==> config.mk <==
export PLATFORM = sky130hd
export DESIGN_NAME = layer_input_loader
export DESIGN_NICKNAME = d
export VERILOG_FILES = /design/src/rtl/layer_input_loader.sv
export SDC_FILE = /design/constraint.sdc
export NUM_CORES = 1
export LEC_CHECK = 0
export BUFFER_PORTS_ARGS = -buffer_cell sky130_fd_sc_hd__buf_2
export CAP_MARGIN = 20
export CORE_AREA = 8 8 210 212
export CTS_CLUSTER_DIAMETER = 30
export DETAILED_ROUTE_END_ITERATION = 6
export DIE_AREA = 0 0 218 220
export PLACE_DENSITY = 0.72
export SETUP_SLACK_MARGIN = 0.5
export SLEW_MARGIN = 20
export SYNTH_ARGS = -nofsm -noshare
export SYNTH_HDL_FRONTEND = slang
export SYNTH_SLANG_ARGS = --single-unit
==> constraint.sdc <==
create_clock -name clock -period 2.4 [get_ports clock]
set_input_delay 0.72 -clock clock [delete_from_list [all_inputs] [get_ports clock]]
set_output_delay 0.72 -clock clock [all_outputs]
set_load 0.05 [all_outputs]
==> src/rtl/layer_input_loader.sv <==
// Serial-to-parallel loader feeding a dense layer: collects NUM_INPUTS samples,
// strobes inputs_ready once, then waits for a fresh completion from the layer.

module layer_input_lane #(
   parameter int DATA_WIDTH = 32
) (
   input  logic                  clock,
   input  logic                  reset,
   input  logic                  we,
   input  logic [DATA_WIDTH-1:0] d,
   output logic [DATA_WIDTH-1:0] q
);
   always_ff @(posedge clock or negedge reset)
      if (!reset)  q <= '0;
      else if (we) q <= d;
endmodule

module layer_input_loader #(
   parameter int DATA_WIDTH = 32,
   parameter int NUM_INPUTS = 16
) (
   input  logic                                        clock,
   input  logic                                        reset,
   input  logic                                        in_valid,
   input  logic signed [DATA_WIDTH-1:0]                in_data,
   output logic                                        in_ready,
   input  logic                                        outputs_ready,
   output logic signed [NUM_INPUTS-1:0][DATA_WIDTH-1:0] inputs,
   output logic                                        inputs_ready,
   output logic [$clog2(NUM_INPUTS+1)-1:0]             load_count
);
   localparam int CW = $clog2(NUM_INPUTS+1);

   typedef enum logic [1:0] {LOAD, ISSUE, WAIT} state_t;

   state_t state;
   logic   low_seen;
   logic   transfer;
   logic   last;

   assign transfer = in_valid && in_ready;
   assign last     = (load_count == CW'(NUM_INPUTS-1));

   // Each lane latches only on the transfer that targets its slot, so values
   // persist across vectors until overwritten.
   for (genvar g = 0; g < NUM_INPUTS; g++) begin : g_lane
      layer_input_lane #(.DATA_WIDTH(DATA_WIDTH)) u_lane (
         .clock (clock),
         .reset (reset),
         .we    (transfer && (load_count == CW'(g))),
         .d     (in_data),
         .q     (inputs[g])
      );
   end

   always_ff @(posedge clock or negedge reset) begin
      if (!reset) begin
         state        <= LOAD;
         load_count   <= '0;
         in_ready     <= 1'b1;
         inputs_ready <= 1'b0;
         low_seen     <= 1'b0;
      end else begin
         case (state)
            LOAD: if (transfer) begin
               load_count <= load_count + 1'b1;
               if (last) begin
                  state        <= ISSUE;
                  in_ready     <= 1'b0;
                  inputs_ready <= 1'b1;
               end
            end
            ISSUE: begin
               state        <= WAIT;
               inputs_ready <= 1'b0;
               low_seen     <= 1'b0;
            end
            WAIT: begin
               // A completion held high from the previous vector must drop first.
               if (outputs_ready && low_seen) begin
                  state      <= LOAD;
                  in_ready   <= 1'b1;
                  load_count <= '0;
                  low_seen   <= 1'b0;
               end else if (!outputs_ready) begin
                  low_seen <= 1'b1;
               end
            end
            default: state <= LOAD;
         endcase
      end
   end
endmodule

==> impl_metrics.py <==
metrics = {
    "sta": {
        "hold_viol": 0,
        "fin_crit_sh": 0.889,
        "fin_crit_ns": 2.13,
        "finalSetupTns_ns": 0,
        "fin_ws_ns": 0.267,
        "clock.fmax_mhz": 469,
        "finalMaxSlewViolations": 0,
        "setup_viol": 0,
        "rsz0062_at_grt": "true",
        "worst_slew_pin_slew_ns": 0.537,
        "slew-limit-headroom": 0.642,
        "fin_worst_skew_ns": 0.0260,
    },
    "yosys": {
        "synth.distinct_cells": 30,
        "synth_edf_count": 0,
        "syn_inst": 1182,
        "syn_area_um2": 19700,
        "yosysWarnings": 0,
        "async_flop_share": 1.00,
        "yosysSeqAreaShare": 0.663,
        "synthFlopType": "dfrtp_1",
        "postSynthAreaPerCell_um2": 16.7,
        "ys_seq_elements": 522,
        "synth_nets": 1223,
    },
    "route": {
        "ant_nets": 0,
        "routedWlPerCell_um": 32.6,
        "drt-initial-drc-count": 1153,
        "drc_errors": 0,
        "drt_first_pass_iters": 5,
        "wl_mm": 87.8,
        "vias_per_cell": 5.63,
        "vias": 15140,
    },
    "clock_tree": {
        "cts.sinks": 522,
        "cts.path.max_buffers": 3,
        "cts_tree": "yes",
        "clock-root-buffer": "clkbuf_16",
        "clk_latency_ns": 0.62,
        "clk_pin_slew_worst_paths_ns": 0.05,
        "numCtsBuffers": 93,
        "htreeDepth": 3,
    },
    "placed_design": {
        "portBuffers": 554,
        "post-place-ws_ns": 0.0712,
        "hpwl_mm": 43.5,
        "place_area_um2": 23600,
        "gp_congestion": 0.798,
    },
    "hold_path": {
        "hp-class": "primary input to async pin",
    },
    "floorplanning": {
        "core_um2": 40600,
        "die_y_um": 220,
        "rows": 74,
        "pin_count": 555,
        "die_w_um": 218,
        "die_area_um2": 48000,
        "initial_core_util": 0.486,
    },
    "final_layout": {
        "multi_input_area_um2": 7320,
        "drive_above_1_share": 0.736,
        "antenna_cells": 0,
        "post-route-util": 0.849,
        "area_growth_pct": 74.7,
        "final_area_um2": 34400,
        "nFillCells": 1558,
        "fin_nets": 2123,
        "regArea_um2": 13100,
    },
    "grt": {
        "met2_usage": 0.468,
        "grt_max_degree": 69,
        "antenna_found_initial": 2,
        "grt_usage": 0.285,
        "grt_pass1_wl_mm": 102,
        "grt_overflow": 0,
        "grt_pass1_vias": 14987,
        "met3_usage": 0.0934,
        "use_met1": 0.347,
        "grt.busiest_layer": "met2",
    },
    "critical_path": {
        "arrival_ns": 2.62,
        "startpoint_type": "flip-flop",
        "slowest_stage": "dfstp_2",
        "crit_chain": "buf_12 > buf_8 > nand4_1 > buf_4 > nor2_4 > buf_12 > clkbuf_16 > mux2_4",
        "crit_family": "buffers and inverters",
        "crit_path_max_incr_delay_ns": 0.59,
        "critical_path_required_ns": 2.89,
        "worstSetupPathType": "flip-flop to flip-flop",
        "end_kind": "flip-flop",
        "cp_max_fo": 8,
        "cp_common_cell": "buf_12",
        "critPathBufInv": 5,
    },
    "status": {
        "status": "finished clean",
    },
    "job": {
        "maxCapViolations": 0,
    },
}
flip-flops by register name (all words and copies together) (netlist names):
| name | flops |
|---|---|
| low_seen | 1 |
| in_ready | 1 |
| load_count | 5 |
| g_lane.u_lane.q | 512 |
| inputs_ready | 1 |
| state | 2 |
final timing paths:
kind	cells after the start	end	slack (ns)	from
max	8	g_lane[12].u_lane.q[20]	0.27	in_ready
min	1	g_lane[15].u_lane.q[24]	0.03	reset
max reg2reg	8	g_lane[12].u_lane.q[20]	0.27	in_ready
min reg2reg	1	g_lane[4].u_lane.q[5]	0.51	g_lane[4].u_lane.q[5]
max in group asynchronous	2	g_lane[8].u_lane.q[8]	1.57	reset
min in group clock	2	low_seen	0.34	outputs_ready
per-stage QoR:
| step | instances | hold WS (ns) |
|---|---|---|
| after CTS | 2505 | 0.0270 |
| after global placement | 2231 | 0.466 |
| after global routing | 2691 | 0.0329 |
| after floorplan | 1182 | 0.424 |
| after detailed placement | 2231 | 0.471 |
| final | 2691 | 0.0279 |
synthesized netlist by cell type, types with 2 or more instances:
| cell type | count | share of area |
|---|---|---|
| dfrtp_1 | 521 | 0.66 |
| mux2_2 | 476 | 0.27 |
| buf_2 | 47 | 0.012 |
| clkbuf_1 | 36 | 0.0069 |
| mux2_1 | 18 | 0.010 |
| mux2_4 | 18 | 0.014 |
| nor2_1 | 7 | 0.0013 |
| nand2_1 | 6 | 0.0011 |
| nand4_1 | 6 | 0.0019 |
| o21ai_0 | 6 | 0.0015 |
| ha_1 | 5 | 0.0032 |
| nand2b_1 | 5 | 0.0016 |
| inv_1 | 4 | 0.00076 |
| nand4b_1 | 4 | 0.0018 |
| and2_1 | 3 | 0.00095 |
| nand3_1 | 3 | 0.00076 |
| buf_6 | 2 | 0.0011 |
| mux2i_1 | 2 | 0.0010 |
| nor3b_2 | 2 | 0.0013 |
cells by family (layout without fill, tap and decap cells):
family,Yosys count,count (layout),synth area share
flip-flops,522,522,0.663
multiplexers,514,514,0.297
buffers and inverters,90,1067,0.0211
AND/OR/NAND/NOR,44,44,0.0137
AO/OA/AOI/OAI,7,7,0.00191
adder cells (fa/ha/maj),5,5,0.00318
cell type report:
class / instances / share of cell area
Multi-Input combinational cell: 570 / 0.213
Tap cell: 532 / 0.0193
Sequential cell: 522 / 0.380
Clock inverter: 56 / 0.0250
Inverter: 4 / 0.000582
Timing Repair Buffer: 891 / 0.288
Clock buffer: 116 / 0.0746
per-layer routing:
| metal | vias to the layer above | routed length [µm] |
|---|---|---|
| met4 | 4 | 5030 |
| met1 | 7980 | 31800 |
| met3 | 268 | 7470 |
| met2 | 898 | 43500 |
| met5 | - | 27 |
| li1 | 5990 | - |
layout by cell type (no fill, tap or decap), drive strengths merged:
master	instances
nand4b	4
nand2b	5
nand2	6
nor4bb	1
mux2	512
o21a	1
nor2	7
or3	1
nor2b	1
bufinv	19
or4	1
and2	3
clkinvlp	8
mux2i	2
nor3b	2
dfstp	1
clkinv	23
nor3	2
clkbuf	128
o21ai	6
inv	10
nand3	3
buf	879
dfrtp	521
nand4	6
and3	1
ha	5
nand3b	1
what timing repair did:
item | CTS | global route
setup endpoints to repair | 894 | 1007
hold buffers | 0 | 0
setup buffers | 82 | 169
cloned | 20 | 17
resized for setup | 404 | 1340
pin swaps | 6 | 12
Power is not shown: default switching activity piles up to over one toggle a cycle in this logic, so the estimate is an artifact.
